<file path="src/rtl/nibble_serial_adder16.sv">
// Purpose : nibble-serial WIDTH-bit adder around one 4-bit carry_skip_adder, LS nibble first.
// Latency : done pulses WIDTH/4 cycles after the start capture edge; issue interval WIDTH/4+2.
// Backpr. : no queuing; start is ignored while busy, so callers must wait for busy=0.
//
// Ports: clk, rst (async, active-high); start/a/b/cin request (sampled in IDLE only);
//        busy (ADD or DONE), done (one-cycle pulse), sum/cout (registered, held until
//        next completion), ovf (signed overflow, only when SIGNED_OVF_EN is defined).
// Build option: `define SIGNED_OVF_EN adds the ovf port and its register.

// 4-bit carry-skip stage: ripple carry, bypassed by cin when every bit propagates.
module carry_skip_adder (
  input  logic [3:0] a,
  input  logic [3:0] b,
  input  logic       cin,
  output logic [3:0] sum,
  output logic       cout
);
  logic [3:0] p;
  logic [3:0] g;
  logic [4:0] c;

  assign p = a ^ b;
  assign g = a & b;

  always_comb begin
    c[0] = cin;
    for (int i = 0; i < 4; i++) begin
      c[i+1] = g[i] | (p[i] & c[i]);
    end
  end

  assign sum  = p ^ c[3:0];
  // With all bits propagating, the ripple carry equals cin, so the skip is exact.
  assign cout = (&p) ? cin : c[4];
endmodule

module nibble_serial_adder16 #(
  parameter int WIDTH = 16
) (
  input  logic             clk,
  input  logic             rst,
  input  logic             start,
  input  logic [WIDTH-1:0] a,
  input  logic [WIDTH-1:0] b,
  input  logic             cin,
  output logic             busy,
  output logic             done,
  output logic [WIDTH-1:0] sum,
`ifdef SIGNED_OVF_EN
  output logic             cout,
  output logic             ovf
`else
  output logic             cout
`endif
);
  localparam int NIB = WIDTH / 4;
  localparam int IW  = (NIB > 1) ? $clog2(NIB) : 1;
  localparam logic [IW-1:0] LAST = IW'(NIB - 1);

  typedef enum logic [1:0] {S_IDLE, S_ADD, S_DONE} state_t;

  state_t            state;
  state_t            state_next;
  logic [WIDTH-1:0]  a_r;
  logic [WIDTH-1:0]  b_r;
  logic [WIDTH-1:0]  acc;
  logic [WIDTH-1:0]  acc_next;
  logic [IW-1:0]     idx;
  logic              c;
  logic [3:0]        nib_sum;
  logic              nib_cout;
  logic              last;

  assign last = (idx == LAST);

  carry_skip_adder u_csa (
    .a    (a_r[{idx, 2'b00} +: 4]),
    .b    (b_r[{idx, 2'b00} +: 4]),
    .cin  (c),
    .sum  (nib_sum),
    .cout (nib_cout)
  );

  // Accumulator with the current nibble merged in; on the last nibble this is the final sum.
  always_comb begin
    acc_next = acc;
    acc_next[{idx, 2'b00} +: 4] = nib_sum;
  end

  // FSM: state register
  always_ff @(posedge clk or posedge rst) begin
    if (rst) begin
      state <= S_IDLE;
    end else begin
      state <= state_next;
    end
  end

  // FSM: next state
  always_comb begin
    state_next = state;
    case (state)
      S_IDLE:  if (start) state_next = S_ADD;
      S_ADD:   if (last)  state_next = S_DONE;
      S_DONE:  state_next = S_IDLE;
      default: state_next = S_IDLE;
    endcase
  end

  // FSM: outputs
  always_comb begin
    busy = (state != S_IDLE);
    done = (state == S_DONE);
  end

  // Datapath
  always_ff @(posedge clk or posedge rst) begin
    if (rst) begin
      a_r  <= '0;
      b_r  <= '0;
      acc  <= '0;
      idx  <= '0;
      c    <= 1'b0;
      sum  <= '0;
      cout <= 1'b0;
`ifdef SIGNED_OVF_EN
      ovf  <= 1'b0;
`endif
    end else begin
      case (state)
        S_IDLE: begin
          if (start) begin
            a_r <= a;
            b_r <= b;
            acc <= '0;
            idx <= '0;
            c   <= cin;
          end
        end
        S_ADD: begin
          acc <= acc_next;
          c   <= nib_cout;
          if (last) begin
            sum  <= acc_next;
            cout <= nib_cout;
`ifdef SIGNED_OVF_EN
            // Operands share a sign but the result's sign differs.
            ovf  <= (a_r[WIDTH-1] ~^ b_r[WIDTH-1]) & (acc_next[WIDTH-1] ^ a_r[WIDTH-1]);
`endif
          end else begin
            // Hold on the last nibble so idx never wraps inside an operation.
            idx <= idx + IW'(1);
          end
        end
        default: ;
      endcase
    end
  end
endmodule

</file>
<file path="config.mk">
export PLATFORM = sky130hd
export DESIGN_NAME = nibble_serial_adder16
export DESIGN_NICKNAME = d
export VERILOG_FILES = /design/src/rtl/nibble_serial_adder16.sv
export SDC_FILE = /design/constraint.sdc
export NUM_CORES = 1
export LEC_CHECK = 0
export ABC_CLOCK_PERIOD_IN_PS = 4100
export BUFFER_PORTS_ARGS = -buffer_cell sky130_fd_sc_hd__buf_2
export CORE_UTILIZATION = 56
export DETAILED_ROUTE_END_ITERATION = 7
export PLACE_DENSITY = 0.75
export SYNTH_ARGS = -nofsm -noshare
export SYNTH_HDL_FRONTEND = slang
export SYNTH_SLANG_ARGS = --single-unit
</file>
<file path="constraint.sdc">
create_clock -name clk -period 4.1 [get_ports clk]
set_input_delay 0.615 -clock clk [delete_from_list [all_inputs] [get_ports clk]]
set_output_delay 0.615 -clock clk [all_outputs]
set_load 0.01 [all_outputs]
</file>
==> impl_metrics.env, run 1 <==
export IMPL_synth_area_um2=3380
export IMPL_rsz0062_at_grt="false"
export IMPL_max_slew_margin_pct=25.2
export IMPL_grt_start_max_net_pins=52
export IMPL_io_buffers=54
export IMPL_clkLatencyLatePin_ns=0.35
export IMPL_diodes=0
export IMPL_area_growth_pct=16.2
export IMPL_tns_ns=0
export IMPL_post_route_period_util_pct=76.1
export IMPL_tightest_slew_ns=1.12
export IMPL_hold_buffers=0
export IMPL_drive_above_1_share_pct=37.1
export IMPL_cts_resized=0
export IMPL_avgSynthCellArea_um2=12.6
export IMPL_htreeDepth=3
export IMPL_finalHoldViolCount=0
export IMPL_syn_inst=269
export IMPL_final_cells=398
export IMPL_grtUsageTotal_pct=25.3
export IMPL_grt_pass1_wl_um=11900
export IMPL_wl_um=6880
export IMPL_drt_pass1_iter_count=6
export IMPL_synth_fp_nets=319
export IMPL_grt_antenna_before_repair=0
export IMPL_layout_common_cells="dfrtp_1 (70), buf_2 (54), mux2_2 (33), nand2_1 (22)"
export IMPL_crit_start="idx[0]"
export IMPL_skew_ns=0.0140
export IMPL_gp_congestion=0.787
export IMPL_path_class="reg -> reg"
export IMPL_grt_overflow=0
export IMPL_cts_made_buffers=9
export IMPL_clockBufferDepth=2
export IMPL_yosysWarnings=0
export IMPL_synthDistinctLibCells=34
export IMPL_rows=27
export IMPL_setup_violations=0
export IMPL_reg2reg_from="idx[0]"
export IMPL_netlist_top_cells_area="dfrtp_1 (52%), mux2_2 (11%), mux4_2 (5.3%), ha_1 (3.7%), nor2b_1 (3.3%)"
export IMPL_clock_sinks=70
export IMPL_cp_data_arrival_time_ns=3.38
export IMPL_dieArea_um2=6340
export IMPL_worst_setup_path_start_kind="flop"
export IMPL_route_detailed_drc=0
export IMPL_cts_tree="done"
export IMPL_io_pins=55
export IMPL_fin_crit_ns=3.12
export IMPL_min_path_type="reg -> reg"
export IMPL_ant_nets=0
export IMPL_slew_viol_final=0
export IMPL_wl_per_cell_um=17.3
export IMPL_drt_first_iter_violations=145
export IMPL_required_ns=4.35
export IMPL_postCtsSetupRepairBufs=0
export IMPL_grt_pass1_vias=2363
export IMPL_ys_seq_elements=70
export IMPL_status="completed"
export IMPL_crit_path_end_kind="flop"
export IMPL_max_freq_mhz=320
export IMPL_viasPerCell=5.74
export IMPL_yosys_area_top_type_share_pct=51.9
export IMPL_layout_commonest_cell="dfrtp_1"
export IMPL_core_um2=5640
export IMPL_yosysSeqAreaShare_pct=51.9
export IMPL_dp_cells=382
export IMPL_cp_max_fo=8
export IMPL_die_h_um=79.7
export IMPL_initial_core_util_pct=59.9
export IMPL_vdd_drop_max_mv=0.515
export IMPL_yosysTopAreaCell="dfrtp_1"
export IMPL_clk_pin_slew_ns=0.08
export IMPL_cts_root_buffer="clkbuf_8"
export IMPL_fillers=422
export IMPL_hold_path_startpoint="sum[0]"
export IMPL_p_leak_uw=0.00187
export IMPL_die_w_um=79.7
export IMPL_power_per_cell_area_nw_per_um2=956
export IMPL_vias=2286
export IMPL_dpl_hpwl_um=4850
export IMPL_cap_violations=0
export IMPL_layout_nets=371
report_power, final:
group	internal (uW)	switching (uW)	total (uW)
sequential	1000	237	1240
combinational	792	994	1790
clock	466	263	729
registers in the layout, summed over array words and instances, names as in the netlist:
signal / flops
cout: 1
a_r: 16
sum: 16
state: 2
c: 1
acc: 16
idx: 2
b_r: 16
through the flow:
step	hold WS (ns)	utilization [%]	power [uW]	setup slack (ns)	instance area, um2
after global placement	0.456	64.9	2950	1.13	3660
after CTS	0.480	69.6	3760	0.963	3930
after detailed placement	0.466	64.9	3030	0.974	3660
after global routing	0.484	69.6	4030	0.721	3930
after floorplan	0.458	-	2540	1.19	3380
final	0.481	69.6	3750	0.978	3930
path summary, 6_finish.rpt:
| path | slack (ns) | depth (start not counted) | to |
|---|---|---|---|
| setup / recovery | 0.98 | 9 | sum[7] |
| hold / removal | 0.48 | 2 | sum[0] |
| setup reg to reg | 0.98 | 9 | sum[7] |
| hold reg to reg | 0.48 | 2 | sum[0] |
| max in group asynchronous | 2.73 | 3 | b_r[13] |
| min in group asynchronous | 0.51 | 2 | a_r[4] |
area by class of cell:
cell class,count,area (um2),share of cell area (%)
Clock inverter,6,134,3.41
Clock buffer,10,128,3.25
Timing Repair Buffer,58,300,7.65
Sequential cell,70,1750,44.6
Tap cell,72,90.1,2.30
Multi-Input combinational cell,169,1470,37.5
Inverter,13,48.8,1.24
synthesized netlist by cell type:
cell / instances
o21ai_0: 18
o32ai_1: 1
and4b_1: 1
a21oi_1: 16
ha_1: 10
a32o_1: 8
clkbuf_2: 3
nor2b_1: 18
a22o_1: 8
nor4bb_1: 1
nand2_1: 22
nor3b_2: 1
nor3_2: 1
inv_1: 13
nor2_1: 3
dfrtp_1: 70
buf_2: 5
or3b_1: 1
nand3b_1: 1
nor3_1: 1
clkbuf_1: 4
fa_1: 4
nor3b_4: 1
mux4_2: 8
nor3b_1: 1
and4bb_2: 2
nand4_1: 1
or2_2: 1
mux2i_1: 1
mux2_2: 33
nand2b_1: 2
a21o_1: 4
buf_4: 2
buf_6: 3
critical path: stages (launching register included):
cell	delay (ns)
dfrtp_1	0.58
mux4_2	0.61
fa_1	0.42
inv_1	0.08
fa_1	0.18
fa_1	0.16
inv_1	0.05
fa_1	0.67
a21oi_1	0.11
o21ai_0	0.17
logic make-up after synthesis:
family	after synthesis	synth area share, %
buffers and inverters	30	4.52
adders and majority gates	14	6.08
muxes	42	16.6
AOI/OAI and AO/OA	55	10.6
DFF	70	51.9
and+or+nand+nor	58	10.3
metal layers:
layer | vias up | track usage [%] | wire (um)
li1 | 1060 | - | -
met1 | 1140 | 34.0 | 3160
met2 | 75 | 39.2 | 3260
met3 | 11 | 6.97 | 355
met4 | 0 | 9.45 | 104
met5 | - | 0 | 0
(Power assumes the default switching activity.)
==> inputs of run 2 (changes only) <==
--- a/config.mk
+++ b/config.mk
@@ -5,7 +5,8 @@
 export SDC_FILE = /design/constraint.sdc
 export NUM_CORES = 1
 export LEC_CHECK = 0
-export ABC_CLOCK_PERIOD_IN_PS = 4100
+export ABC_AREA = 1
+export ABC_CLOCK_PERIOD_IN_PS = 3100
 export BUFFER_PORTS_ARGS = -buffer_cell sky130_fd_sc_hd__buf_2
 export CORE_UTILIZATION = 56
 export DETAILED_ROUTE_END_ITERATION = 7
==> constraint.sdc (replaced) <==
create_clock -name clk -period 3.1 [get_ports clk]
set_input_delay 0.465 -clock clk [delete_from_list [all_inputs] [get_ports clk]]
set_output_delay 0.465 -clock clk [all_outputs]
set_load 0.01 [all_outputs]
==> run 2 against run 1 <==
Against the previous run: count of clock-buffer cells in the layout increased by 3; sequential cell count unchanged; sequential power increased by 24%; combinational power increased by 23%; first-iteration DRC count increased by 0.69%; critical path type unchanged; critical endpoint is now acc[11].
==> impl_metrics.env, run 2 <==
export IMPL_yosys_area_share_adder_pct=5.95
export IMPL_tns_ns=0
export IMPL_io_buffers=54
export IMPL_synthDistinctLibCells=24
export IMPL_clk_pin_slew_ns=0.07
export IMPL_grt_overflow=0
export IMPL_whs_ns=0.0529
export IMPL_route_detailed_drc=0
export IMPL_grt_start_max_net_pins=36
export IMPL_rows=28
export IMPL_viasPerCell=4.94
export IMPL_min_path_type="in -> async"
export IMPL_die_h_um=80.5
export IMPL_cts_root_buffer="clkbuf_8"
export IMPL_diodes=0
export IMPL_vias=2855
export IMPL_grt_pass1_wl_um=12000
export IMPL_io_pins=55
export IMPL_worst_setup_path_start_kind="flop"
export IMPL_cp_max_fo=10
export IMPL_clkLatencyLatePin_ns=0.35
export IMPL_drt_first_iter_violations=146
export IMPL_dpl_hpwl_um=5150
export IMPL_pwr_share_clk_pct=16.2
export IMPL_drt_pass1_iter_count=4
export IMPL_p_int_uw=2500
export IMPL_tightest_slew_ns=0.509
export IMPL_synth_top_family_by_area="simple AND/OR/NAND/NOR gates"
export IMPL_die_w_um=80.5
export IMPL_cts_tree="done"
export IMPL_fin_crit_ns=2.92
export IMPL_grt_pass1_vias=2630
export IMPL_yosysWarnings=0
export IMPL_netlist_top_cells_area="dfrtp_1 (51%), nand2_1 (27%), ha_1 (3.6%), o21ai_0 (2.8%), inv_1 (2.4%)"
export IMPL_seqPwrFrac_pct=34.4
export IMPL_layout_common_cells="nand2_1 (247), dfrtp_1 (70), buf_2 (54), inv_1 (21), o21ai_0 (19)"
export IMPL_placed_cell_area_um2=3790
export IMPL_dieArea_um2=6480
export IMPL_area_growth_pct=15.7
export IMPL_critPathMaxStageDelay_ns=0.43
export IMPL_wl_um=7130
export IMPL_power_per_cell_area_nw_per_um2=1120
export IMPL_grtUsageTotal_pct=24.9
export IMPL_combPwrFrac_pct=49.4
export IMPL_grt_antenna_before_repair=0
export IMPL_synth_simple_area_share_pct=33.0
export IMPL_layout_commonest_cell="nand2_1"
export IMPL_ys_async_sr_fraction_pct=100
export IMPL_synth_compound_area_share_pct=4.24
export IMPL_cp_slowest_cell="fa_1"
export IMPL_final_cells=578
export IMPL_core_um2=5920
export IMPL_p_total_uw=4470
export IMPL_vdd_drop_max_mv=0.524
export IMPL_p_leak_uw=0.00229
export IMPL_synth_edf_count=0
export IMPL_status="completed"
export IMPL_switching_share_pct=44.2
export IMPL_path_class="reg -> reg"
export IMPL_switchingPower_uw=1980
export IMPL_slew_viol_final=0
export IMPL_synth_fp_nets=491
export IMPL_finalHoldViolCount=0
export IMPL_finalInstanceArea_um2=3990
export IMPL_max_freq_mhz=342
export IMPL_synth_commonest_cells="nand2_1 (247), dfrtp_1 (70), inv_1 (22)"
export IMPL_synth_mux_area_share_pct=0
export IMPL_yosysSeqAreaShare_pct=50.8
export IMPL_crit_top_cell="fa_1"
export IMPL_avgSynthCellArea_um2=7.82
export IMPL_setup_violations=0
export IMPL_synth_area_um2=3450
export IMPL_initial_core_util_pct=58.3
export IMPL_dp_cells=564
export IMPL_cp_cell_sequence="inv_2, nor2_1, o22ai_2, fa_1, inv_1, fa_1, fa_1, inv_1, fa_1, inv_1, nor2_1, nand3_1, o21ai_0, nand2_1, nand2_1"
export IMPL_cp_data_arrival_time_ns=3.16
export IMPL_crit_path_end_kind="flop"
export IMPL_skew_ns=0.00742
export IMPL_clockBufferDepth=2
export IMPL_clock_sinks=70
export IMPL_yosysTopAreaCell="dfrtp_1"
export IMPL_synth_ff_type="dfrtp_1"
export IMPL_post_route_period_util_pct=94.3
export IMPL_reg2reg_depth=15
export IMPL_required_ns=3.34
export IMPL_cap_violations=0
export IMPL_yosys_area_top_type_share_pct=50.8
export IMPL_gp_congestion=0.807
export IMPL_syn_inst=441
export IMPL_synth_xor_area_share_pct=0
export IMPL_wl_per_cell_um=12.3
export IMPL_rsz0062_at_grt="false"
export IMPL_htreeDepth=3
export IMPL_ys_seq_elements=70
export IMPL_ant_nets=0
export IMPL_max_slew_margin_pct=66.0
export IMPL_layout_nets=550
export IMPL_synth_most_common_cell="nand2_1"
export IMPL_drive_above_1_share_pct=17.5
export IMPL_cts_made_buffers=9
-- run 2: cell count changes after synthesis, sizes merged, moves of 15 or more --
| cell | change |
|---|---|
| nor2 | +17 |
| nor2b | -18 |
| mux2 | -33 |
| a21oi | -15 |
| nand2 | +227 |
-- run 2: timing repair --
action | 4_1_cts | 5_1_grt
setup endpoints to repair | 0 | 6
setup buffers | 0 | 0
gates resized for setup | 0 | 3
hold buffers | 0 | 0
-- run 2: worst paths after layout --
kind / from / to / slack [ns]
min: rst / sum[9] / 0.05
min reg2reg: sum[4] / sum[4] / 0.47
max: idx[0] / acc[11] / 0.18
min in group clk: a[14] / a_r[14] / 0.30
max in group asynchronous: rst / idx[0] / 2.37
max reg2reg: idx[0] / acc[11] / 0.18
-- run 2: critical path, delay by kind of cell, from the launching register on --
kind,cells,cell delay (ns)
AOI/OAI and AO/OA,2,0.33
adders and majority gates,4,1.36
buffers and inverters,4,0.36
DFF,1,0.42
and+or+nand+nor,5,0.33
-- run 2: final cells by class --
type | instances | area (um2)
fillers | 533 | 1930
flip-flops and latches | 70 | 1750
multi-input cells | 328 | 1500
repair buffers | 64 | 349
clock buffers | 13 | 159
inverters | 27 | 104
well taps | 75 | 93.8
clock inverters | 1 | 30.0
-- run 2: per-layer routing --
metal | up-vias | share of wire [%] | GRT usage, %
li1 | 1470 | - | -
met1 | 1287 | 46 | 31.5
met2 | 81 | 47 | 40.2
met3 | 17 | 4.1 | 4.66
met4 | 0 | 2.9 | 13.8
met5 | - | 0 | 0
-- run 2: power by group through the flow --
stage / registers, uW / logic, uW / clock network [uW]
6_report: 1540 / 2210 / 725
5_1_grt: 1590 / 2560 / 775
4_1_cts: 1540 / 2200 / 737
3_5_place_dp: 1560 / 2180 / 0
3_3_place_gp: 1550 / 2110 / 0
2_1_floorplan: 1520 / 1640 / 0
-- run 2: logic make-up (layout without fill, tap and decap cells) --
family,Yosys count,after routing
simple gates,286,286
fa+ha+maj,14,14
compound gates,28,28
flops,70,70
buf+inv,43,105
-- run 2: per-stage QoR --
step | utilization, % | setup WS, ns
2_1_floorplan | - | 0.0407
3_3_place_gp | 63.9 | 0.213
3_5_place_dp | 63.9 | 0.127
4_1_cts | 67.1 | 0.121
5_1_grt | 67.4 | 0.00537
6_report | 67.4 | 0.178
